<file path="config.mk">
export PLATFORM = sky130hd
export DESIGN_NAME = mult_share_arb
export DESIGN_NICKNAME = d
export VERILOG_FILES = /design/src/rtl/mult_share_pkg.sv /design/src/rtl/mult_share_arb_pipe.sv /design/src/rtl/mult_share_arb.sv
export SDC_FILE = /design/constraint.sdc
export NUM_CORES = 1
export LEC_CHECK = 0
export CAP_MARGIN = 20
export CORE_MARGIN = 5
export CORE_UTILIZATION = 31
export CTS_CLUSTER_DIAMETER = 150
export CTS_CLUSTER_SIZE = 8
export DETAILED_ROUTE_END_ITERATION = 16
export HOLD_SLACK_MARGIN = 0.15
export SYNTH_ARGS = -nofsm -noshare
export SYNTH_HDL_FRONTEND = slang
export SYNTH_SLANG_ARGS = --single-unit
</file>
<file path="constraint.sdc">
create_clock -name clk_i -period 4.92 [get_ports clk_i]
set_input_delay 0.984 -clock clk_i [delete_from_list [all_inputs] [get_ports clk_i]]
set_output_delay 0.984 -clock clk_i [all_outputs]
set_load 0.02 [all_outputs]
</file>
<file path="src/rtl/mult_share_pkg.sv">
// Shared types and defaults for the round-robin shared multiplier.
// stage_t is sized for the default configuration (DEF_NREQ requesters, DEF_DW operands).
package mult_share_pkg;

  localparam int DEF_NREQ    = 32'd4;
  localparam int DEF_DW      = 32'd8;
  localparam int DEF_MUL_LAT = 32'd2;

  function automatic int id_w(input int n);
    return (n > 32'd1) ? $clog2(n) : 32'd1;
  endfunction

  localparam int DEF_ID_W = id_w(DEF_NREQ);

  typedef struct packed {
    logic                valid;
    logic [DEF_ID_W-1:0] id;
    logic [DEF_DW-1:0]   a;
    logic [DEF_DW-1:0]   b;
  } stage_t;

endpackage

</file>
<file path="src/rtl/mult_share_arb_pipe.sv">
// Registered unsigned multiplier: operand stage followed by MUL_LAT product stages,
// the last of which is the response register. Valid and id travel with the data.
module mult_pipe
  import mult_share_pkg::*;
#(
  parameter int DW      = DEF_DW,
  parameter int ID_W    = DEF_ID_W,
  parameter int MUL_LAT = DEF_MUL_LAT
) (
  input  logic            clk_i,
  input  logic            rst_n_i,
  input  stage_t          op_i,
  output logic            out_valid_o,
  output logic [ID_W-1:0] out_id_o,
  output logic [2*DW-1:0] out_data_o,
  output logic            busy_o
);

  stage_t          op_q;
  logic [MUL_LAT:1] v_q;
  logic [ID_W-1:0] id_q [MUL_LAT:1];
  logic [2*DW-1:0] p_q  [MUL_LAT:1];
  logic [2*DW-1:0] prod_s;
  logic            busy_s;

  // zero-extended product of the captured operands
  always_comb begin
    prod_s = (2*DW)'(op_q.a) * (2*DW)'(op_q.b);
  end

  // pipeline registers; data only moves with its valid so the last stage holds
  always_ff @(posedge clk_i) begin
    if (!rst_n_i) begin
      op_q <= '0;
      v_q  <= '0;
      for (int i = 1; i <= MUL_LAT; i++) begin
        id_q[i] <= '0;
        p_q[i]  <= '0;
      end
    end else begin
      op_q   <= op_i;
      v_q[1] <= op_q.valid;
      if (op_q.valid) begin
        id_q[1] <= op_q.id;
        p_q[1]  <= prod_s;
      end
      for (int i = 2; i <= MUL_LAT; i++) begin
        v_q[i] <= v_q[i-1];
        if (v_q[i-1]) begin
          id_q[i] <= id_q[i-1];
          p_q[i]  <= p_q[i-1];
        end
      end
    end
  end

  // in flight = accepted but not yet presented on the response register
  always_comb begin
    busy_s = op_q.valid;
    for (int i = 1; i < MUL_LAT; i++) begin
      busy_s = busy_s | v_q[i];
    end
  end

  assign out_valid_o = v_q[MUL_LAT];
  assign out_id_o    = id_q[MUL_LAT];
  assign out_data_o  = p_q[MUL_LAT];
  assign busy_o      = busy_s;

endmodule

</file>
<file path="src/rtl/mult_share_arb.sv">
// Round-robin arbiter sharing one pipelined unsigned multiplier among NREQ requesters.
// Grant is combinational; responses come back tagged with the requester index.
module mult_share_arb
  import mult_share_pkg::*;
#(
  parameter  int NREQ    = DEF_NREQ,
  parameter  int DW      = DEF_DW,
  parameter  int MUL_LAT = DEF_MUL_LAT,
  localparam int ID_W    = id_w(NREQ)
) (
  input  logic             clk_i,
  input  logic             rst_n_i,
  input  logic             lock_i,
  input  logic [NREQ-1:0]  req_valid_i,
  input  logic [NREQ*DW-1:0] req_a_i,
  input  logic [NREQ*DW-1:0] req_b_i,
  output logic [NREQ-1:0]  req_ready_o,
  output logic             resp_valid_o,
  output logic [ID_W-1:0]  resp_id_o,
  output logic [2*DW-1:0]  resp_data_o,
  output logic             busy_o
);

  logic [ID_W-1:0] ptr_q;
  logic [ID_W-1:0] ptr_d;
  logic [ID_W-1:0] cand_s;
  logic [ID_W-1:0] gnt_idx_s;
  logic            gnt_found_s;
  logic            xfer_s;
  logic [NREQ-1:0] ready_s;
  stage_t          op_s;

  // scan from ptr upward; NREQ is a power of two so ID_W-bit wrap is the modulo
  always_comb begin
    gnt_found_s = 1'b0;
    gnt_idx_s   = ptr_q;
    cand_s      = ptr_q;
    for (int i = 0; i < NREQ; i++) begin
      cand_s = ptr_q + ID_W'(i);
      if (!gnt_found_s && req_valid_i[cand_s]) begin
        gnt_found_s = 1'b1;
        gnt_idx_s   = cand_s;
      end else begin
        gnt_found_s = gnt_found_s;
      end
    end
  end

  // grant, transfer and next pointer
  always_comb begin
    ready_s = '0;
    xfer_s  = lock_i & rst_n_i & gnt_found_s;
    if (xfer_s) begin
      ready_s[gnt_idx_s] = 1'b1;
      ptr_d              = gnt_idx_s + ID_W'(1);
    end else begin
      ptr_d = ptr_q;
    end
  end

  // select the granted requester's operands
  always_comb begin
    op_s       = '0;
    op_s.valid = xfer_s;
    op_s.id    = gnt_idx_s;
    for (int i = 0; i < NREQ; i++) begin
      if (ID_W'(i) == gnt_idx_s) begin
        op_s.a = req_a_i[i*DW +: DW];
        op_s.b = req_b_i[i*DW +: DW];
      end else begin
        op_s.a = op_s.a;
      end
    end
  end

  // round-robin pointer
  always_ff @(posedge clk_i) begin
    if (!rst_n_i) begin
      ptr_q <= '0;
    end else begin
      ptr_q <= ptr_d;
    end
  end

  mult_pipe #(
    .DW      (DW),
    .ID_W    (ID_W),
    .MUL_LAT (MUL_LAT)
  ) u_pipe (
    .clk_i       (clk_i),
    .rst_n_i     (rst_n_i),
    .op_i        (op_s),
    .out_valid_o (resp_valid_o),
    .out_id_o    (resp_id_o),
    .out_data_o  (resp_data_o),
    .busy_o      (busy_o)
  );

  assign req_ready_o = ready_s;

endmodule

</file>
Word level (Yosys, flattened, before mapping)
Memory sizes are Yosys's and may differ from the RTL's. Cells that the tools add are included.

Memories: 2. Flip-flop bits (word level): 23. Memory bits (writable): 36. Output and inout bits: 24.

Memories: u_pipe.p_q (depth 2, width 16, rd ports 2, clocked after memory_dff 0, wr ports 2, RTL line mult_share_arb_pipe.sv:22) `logic [2*DW-1:0] p_q [MUL_LAT:1];`; u_pipe.id_q (depth 2, width 2, rd ports 2, clocked after memory_dff 0, wr ports 2, RTL line mult_share_arb_pipe.sv:21) `logic [ID_W-1:0] id_q [MUL_LAT:1];`.

Add/sub/neg operators: 4. Bitwise logic cells: 7. Muxes and demuxes: 37. Multiply operators: 1. Reductions and logical operators: 8. $lt $le $gt $ge: 6. Equal/unequal tests: 3.

Operator list (number): $mux W8 (8); $mux W16 (2); $mul A8 B8 Y16 (1); $mux W1 (16); $lt A2 B3 Y1 const B (5); $mux W2 (5); $bmux W1 S2 (4); $or A1 B1 Y1 (5); $add A2 B1 Y2 const B (2); $add A2 B2 Y2 const B (2); $eq A2 B2 Y1 const A (2); $logic_and A1 B1 Y1 (4); $mux W4 (1); $logic_not A1 Y1 (3); $and A1 B1 Y1 (2); $demux W1 S2 (1); $eq A1 B2 Y1 const A (1); $ge A2 B1 Y1 const B (1); $logic_not A2 Y1 (1).

Depth between registers and ports, before layout
Gate-level depths: netlist (run 1).

Depth in word-level cells: 17. Gate-level depth with buffers: 15. Gate-level depth less buffers: 15.

Cells and area by module
A second synthesis (run 1) with hierarchy kept.

Cells, all modules: 480. Area, all modules: 4728.3 um2.

By module, submodules not included: mult_pipe (area each 3977.6 um2, instances 1, cells an instance 369, sequential area each 1501.4 um2); mult_share_arb (area each 750.7 um2, instances 1, cells an instance 111, sequential area each 40.0 um2).

Worst setup path after synthesis (run 1)
No wires, ideal clock.

Path type: reg2reg. Start point: register u_pipe.op_q[7] (netlist bit). End point: memory u_pipe.p_q[1][13] (netlist bit) (data pin). Slack: 0.830 ns. Required time: 4.649 ns. Data arrival time: 3.819 ns. Period minus slack after synthesis: 4.090 ns. Cell stages (with the launch flop): 14. Cell sequence: dfxtp_1 and2_1 fa_1 fa_1 fa_1 inv_1 fa_1 inv_1 ha_1 a21oi_1 o21ai_1 and2_1 a2111oi_0 nor3_1.

RTL lines: start: declaration (RTL line mult_share_arb_pipe.sv:19) `stage_t op_q;`; start signal: assignment (RTL line mult_share_arb_pipe.sv:41) `op_q <= op_i;`; end: declaration (RTL line mult_share_arb_pipe.sv:22).

==> impl_metrics.csv, run 1 <==
group,metric,value,unit
finish,layout_common_cells,"94 x clkdlybuf4s50_1, 65 x inv_1, 58 x and2_1",
logic_synthesis,synthCells,487,
timing,fmaxAchievable,219,MHz
placed_design,io_buffers,94,
detailed_routing,drt-wirelength-per-cell,13.5,um
detailed_routing,drc,0,
logic_synthesis,synth_area_per_cell,9.77,um2
grt,antenna_found_initial,0,
timing,worst_hold_slack,0.503,ns
critical_path,critPathMaxFanout,8,
finish,regArea,0.00154,mm2
critical_path,crit_arrival,4.62,ns
detailed_routing,drtAntennaViolNets,0,
critical_path,crit_type,"reg2reg",
timing,fin_setup_tns,0,ns
clock_network,clock-root-buffer,"clkbuf_16",
floorplan,die_area,0.0179,mm2
logic_synthesis,synth-main-ff-cell,"edfxtp_1",
clock_network,cts_tree,"built",
worst_hold_path,hp-class,"reg2reg",
detailed_routing,wl,10400,um
placed_design,place_hpwl,8810,um
floorplan,die_x,134,um
logic_synthesis,yosysTopAreaCellShare,0.227,
floorplan,die_h,134,um
grt,first_global_vias,3956,
critical_path,worstSetupEndpointType,"register",
finish,layout-drive-gt1-share,0.0601,
grt,grt_pass1_wl,18300,um
grt,overflow,0,
power,power_density,286,mW/mm2
timing,setup_viol,0,
timing,finalHoldViolCount,0,
clock_network,cts_setup_buffers,0,
status,status,"complete, no violations",
floorplan,coreArea,0.0151,mm2
logic_synthesis,ys_seq_elements,59,
logic_synthesis,ys_top_cells_by_area,"edfxtp_1 23%, fa_1 15%, ha_1 11%, dfxtp_1 9.7%, and2_1 7.6%",
detailed_routing,firstDrtPassIters,4,
logic_synthesis,synth_top_area_cell,"edfxtp_1",
placed_design,dp.cells,754,
placed_design,gp_routability_congestion,0.865,
timing,post-route-min-period,4.57,ns
timing,max_slew.worst_pin.slew,0.833,ns
clock_network,clk_path_buf_depth,2,
timing,slew_headroom,0.445,
logic_synthesis,ys_async_sr_fraction,0,
logic_synthesis,synth-seq-area-share,0.324,
logic_synthesis,ys_types,47,
clock_network,cts_buffers,9,
floorplan,ios,95,
timing,rsz0062_at_grt,"false",
logic_synthesis,synth.net_count,634,
detailed_routing,drt_iter0_drc,206,
finish,antenna_cells,0,
finish,area_delta_synth_final,30.4,%
floorplan,fp-row-count,45,
logic_synthesis,synthesis.area,0.00476,mm2
timing,slew_violations,0,
grt,track_usage,0.122,
floorplan,initial_core_util,0.314,
finish,multi_input_area,0.00288,mm2
critical_path,start_kind,"register",
finish,fin_cells,770,
clock_network,post_cts_resized,0,
clock_network,hold_buffers,0,
logic_synthesis,ys_warn_count,0,
power,p_leak,2.75,nW
detailed_routing,vias_per_cell,4.63,
clock_network,worstSkewPairLatency,0.32,ns
clock_network,htree_levels,3,
clock_network,clk_pin_slew,0.05,ns
timing,finalCritPeriodShare,0.928,
logic_synthesis,synth_edf_count,36,
clock_network,cts_sinks,59,
critical_path,worstPathRequired,4.97,ns
timing,fin_skew,0.00399,ns
grt,grt_max_degree,48,
finish,final_common_cell,"clkdlybuf4s50_1",
power,irDropWorstVdd,0.159,mV
finish,finalNetCount,724,
job,max-cap-violations,0,
detailed_routing,num_vias,3566,
finish,fill_cells,1504,
-- area by class of cell --
cell class / instances / share of cell area
Multi-Input combinational cell: 343 / 0.464
Sequential cell: 59 / 0.249
Timing Repair Buffer: 99 / 0.158
Inverter: 65 / 0.0393
Tap cell: 188 / 0.0379
Clock buffer: 9 / 0.0363
Clock inverter: 7 / 0.0163
-- state kept, by name, indices dropped and copies added, names as in the netlist --
| register | count |
|---|---|
| ptr_q | 2 |
| u_pipe.id_q | 4 |
| u_pipe.op_q | 19 |
| u_pipe.p_q | 32 |
| u_pipe.v_q | 2 |
-- cell usage after synthesis, types with 11 or more instances --
master    instances
inv_1            65
and2_1           58
ha_1             40
nor2b_1          37
edfxtp_1         36
fa_1             36
nand2_1          27
a21oi_1          24
and3_1           24
dfxtp_1          23
nor3_1           22
a221oi_1         16
clkbuf_1         14
nor2_1           11
-- logic make-up after synthesis --
kind of cell / after synthesis / synth area share
flops: 59 / 0.324
xor+xnor: 6 / 0.0111
simple gates: 193 / 0.232
fa+ha+maj: 76 / 0.257
buf+inv: 85 / 0.0713
mux: 2 / 0.00421
compound gates: 66 / 0.101
-- metrics by stage --
stage               utilization  total power [W]  instance area (um2)  setup WS, ns
floorplan                     -         0.000957                 4760         0.830
global placement          0.388          0.00111                 5870         0.463
detailed placement        0.388          0.00112                 5870         0.368
CTS                       0.409          0.00180                 6200         0.359
global route              0.409          0.00189                 6200         0.147
finish                    0.409          0.00177                 6200         0.352
-- power by group --
group	total [W]	internal [W]	leakage, nW	switching, W
Combinational	0.000489	0.000232	2.03	0.000257
Sequential	0.000617	0.000570	0.571	0.0000471
Clock	0.000667	0.000446	0.152	0.000221
Total	0.00177	0.00125	2.75	0.000525
-- worst max-delay path, stage by stage, from the launching register on --
cell	delay [ns]
dfxtp_1	0.47
nand2_1	0.12
fa_1	0.53
fa_1	0.54
inv_1	0.05
fa_1	0.53
inv_1	0.06
fa_1	0.53
inv_1	0.04
ha_1	0.38
a21oi_2	0.26
a21boi_2	0.14
a2111oi_0	0.56
nor3_1	0.09
-- routing by layer --
layer / global-route usage / share of wire / vias up
met5: 0 / 0 / -
met4: 0.0297 / 0.014 / 0
met3: 0.0386 / 0.070 / 14
met2: 0.209 / 0.48 / 112
met1: 0.149 / 0.44 / 1626
li1: - / - / 1814
-- worst paths after layout --
| check | slack [ns] | depth (start not counted) | start | to |
|---|---|---|---|---|
| hold / removal | 0.50 | 2 | ptr_q[0] | ptr_q[0] |
| hold reg to reg | 0.50 | 2 | ptr_q[0] | ptr_q[0] |
| setup reg to reg | 0.35 | 13 | u_pipe.op_q[8] | u_pipe.p_q[1][13] |
| setup / recovery | 0.35 | 13 | u_pipe.op_q[8] | u_pipe.p_q[1][13] |
No activity file was read; power rests on OpenSTA's default activity.
==> run 2, diff against run 1 <==
--- a/config.mk
+++ b/config.mk
@@ -11,7 +11,9 @@
 export CTS_CLUSTER_DIAMETER = 150
 export CTS_CLUSTER_SIZE = 8
 export DETAILED_ROUTE_END_ITERATION = 16
+export DONT_BUFFER_PORTS = 1
 export HOLD_SLACK_MARGIN = 0.15
+export SLEW_MARGIN = 20
 export SYNTH_ARGS = -nofsm -noshare
 export SYNTH_HDL_FRONTEND = slang
 export SYNTH_SLANG_ARGS = --single-unit
==> run 2 against run 1 <==
  * Worst hold slack lost 0.0082 ns
  * Utilization shrank 6.4 points
  * Register-to-register slack gained 0.17 ns
  * Worst setup slack gained 0.17 ns
  * Combinational power shrank 17%
  * Non-clock buffer count shrank 95
  * Flip-flop and latch count is the same
  * Wire length shrank 3.8%
  * Critical endpoint unchanged
  * Highest routed layer unchanged
==> impl_metrics.csv, run 2 (synthesized netlist as in run 1, its figures left out) <==
group,metric,value,unit
detailed_routing,wl,10000,um
timing,fmaxAchievable,227,MHz
finish,largest_register_ffs,32,
detailed_routing,drtAntennaViolNets,0,
timing,post-route-min-period,4.40,ns
grt,first_global_vias,3515,
finish,final_area,0.00524,mm2
critical_path,crit_top_cell,"fa_1",
critical_path,crit_arrival,4.46,ns
detailed_routing,drc,0,
power,irDropWorstVdd,0.156,mV
clock_network,hold_buffers,0,
floorplan,die_x,134,um
finish,layout_common_cells,"65 x inv_1, 58 x and2_1, 40 x ha_1",
critical_path,cp.buffers_inverters,3,
finish,area_delta_synth_final,10.1,%
floorplan,die_h,134,um
job,max-cap-violations,0,
grt,track_usage,0.117,
critical_path,critPathMaxFanout,8,
finish,final_common_cell,"inv_1",
placed_design,place_area,0.00493,mm2
detailed_routing,vias_per_cell,4.88,
clock_network,cts_buffers,9,
grt,antenna_found_initial,0,
finish,regArea,0.00154,mm2
clock_network,clk_pin_slew,0.05,ns
finish,finalNetCount,629,
critical_path,critical-path-top-delay-family,"adder cells",
clock_network,cts_setup_buffers,0,
placed_design,place_hpwl,8310,um
grt,grt_max_degree,49,
grt,grt_pass1_wl,17100,um
floorplan,die_area,0.0179,mm2
finish,multi_input_area,0.00288,mm2
floorplan,coreArea,0.0151,mm2
timing,max_slew.worst_pin.slew,0.854,ns
placed_design,dp.cells,659,
finish,top_register,"u_pipe.p_q",
detailed_routing,drt_iter0_drc,193,
critical_path,start_kind,"register",
placed_design,gp_routability_congestion,0.861,
critical_path,crit_type,"reg2reg",
timing,rsz0062_at_grt,"false",
floorplan,fp-row-count,45,
timing,slew_violations,0,
clock_network,worstSkewPairLatency,0.33,ns
critical_path,worstSetupEndpointType,"register",
clock_network,cts_sinks,59,
power,p_leak,2.39,nW
timing,finalHoldViolCount,0,
critical_path,max_stage_delay,0.54,ns
status,status,"complete, no violations",
clock_network,cts_tree,"built",
finish,top_regs,"u_pipe.p_q (32), u_pipe.op_q (19), u_pipe.id_q (4)",
detailed_routing,num_vias,3295,
critical_path,crit_path_top_delay_cell,"fa_1",
floorplan,ios,95,
critical_path,worstPathRequired,4.98,ns
clock_network,clock-root-buffer,"clkbuf_16",
grt,met3_usage,0.0334,
timing,slew_headroom,0.431,
finish,fin_cells,675,
finish,antenna_cells,0,
timing,finalCritPeriodShare,0.894,
critical_path,path_cells,"nand2_1 > fa_1 > fa_1 > inv_1 > fa_1 > inv_1 > fa_1 > inv_1 > ha_1 > a21oi_2 > a21boi_2 > a2111oi_0 > nor3_1",
detailed_routing,drt-wirelength-per-cell,14.8,um
detailed_routing,firstDrtPassIters,4,
worst_hold_path,hp-class,"reg2reg",
timing,setup_viol,0,
floorplan,initial_core_util,0.314,
grt,use_met1,0.148,
clock_network,clk_path_buf_depth,2,
clock_network,htree_levels,3,
grt,top_usage_layer,"met2",
finish,fill_cells,1516,
power,power_density,321,mW/mm2
finish,layout-drive-gt1-share,0.0657,
placed_design,io_buffers,0,
timing,fin_setup_tns,0,ns
grt,overflow,0,
clock_network,post_cts_resized,0,
timing,fin_skew,0.00825,ns
grt,use_met2,0.197,
==> run 2: power by group <==
| group | internal [W] | leakage, nW | total, W | switching (W) |
|---|---|---|---|---|
| clock | 0.000440 | 0.150 | 0.000644 | 0.000204 |
| combinational | 0.000169 | 1.67 | 0.000404 | 0.000236 |
| sequential | 0.000572 | 0.571 | 0.000632 | 0.0000604 |
| total | 0.00118 | 2.39 | 0.00168 | 0.000500 |
==> run 2: final timing paths <==
path	startpoint	endpoint	slack, ns	cells after the start
min	ptr_q[0]	ptr_q[0]	0.49	2
min reg2reg	ptr_q[0]	ptr_q[0]	0.49	2
max	u_pipe.op_q[7]	u_pipe.p_q[1][13]	0.52	13
max reg2reg	u_pipe.op_q[7]	u_pipe.p_q[1][13]	0.52	13
==> run 2: layout make-up <==
class | count | area share
Clock buffer | 11 | 0.0444
Sequential cell | 59 | 0.294
Tap cell | 188 | 0.0449
Multi-Input combinational cell | 343 | 0.549
Clock inverter | 5 | 0.0148
Inverter | 65 | 0.0466
Timing Repair Buffer | 4 | 0.00573
==> run 2: worst register-to-register path, delay by kind of cell (launching register included) <==
kind,cells,cell delay [ns]
DFF,1,0.48
AOI/OAI and AO/OA,3,0.81
adders and majority gates,5,2.49
and+or+nand+nor,2,0.21
buffers and inverters,3,0.14
==> run 2: per-layer routing <==
metal	up-vias	part of all wire
li1	1630	-
met1	1539	0.47
met2	113	0.46
met3	13	0.052
met4	0	0.014
met5	-	0
==> run 2: metrics by stage <==
step	utilization	total power [W]	hold WS (ns)	worst slack, ns
after floorplan	-	0.000957	0.462	0.830
after global placement	0.325	0.00104	0.477	0.603
after detailed placement	0.325	0.00105	0.488	0.533
after CTS	0.346	0.00170	0.496	0.519
after global routing	0.346	0.00180	0.551	0.189
final	0.346	0.00168	0.494	0.520
==> run 3, diff against run 2 <==
--- a/config.mk
+++ b/config.mk
@@ -13,6 +13,7 @@
 export DETAILED_ROUTE_END_ITERATION = 16
 export DONT_BUFFER_PORTS = 1
 export HOLD_SLACK_MARGIN = 0.15
+export SETUP_SLACK_MARGIN = 0.15
 export SLEW_MARGIN = 20
 export SYNTH_ARGS = -nofsm -noshare
 export SYNTH_HDL_FRONTEND = slang
==> results of run 3 <==
Same layout as run 2: the final DEF is identical, and so are final timing and power.
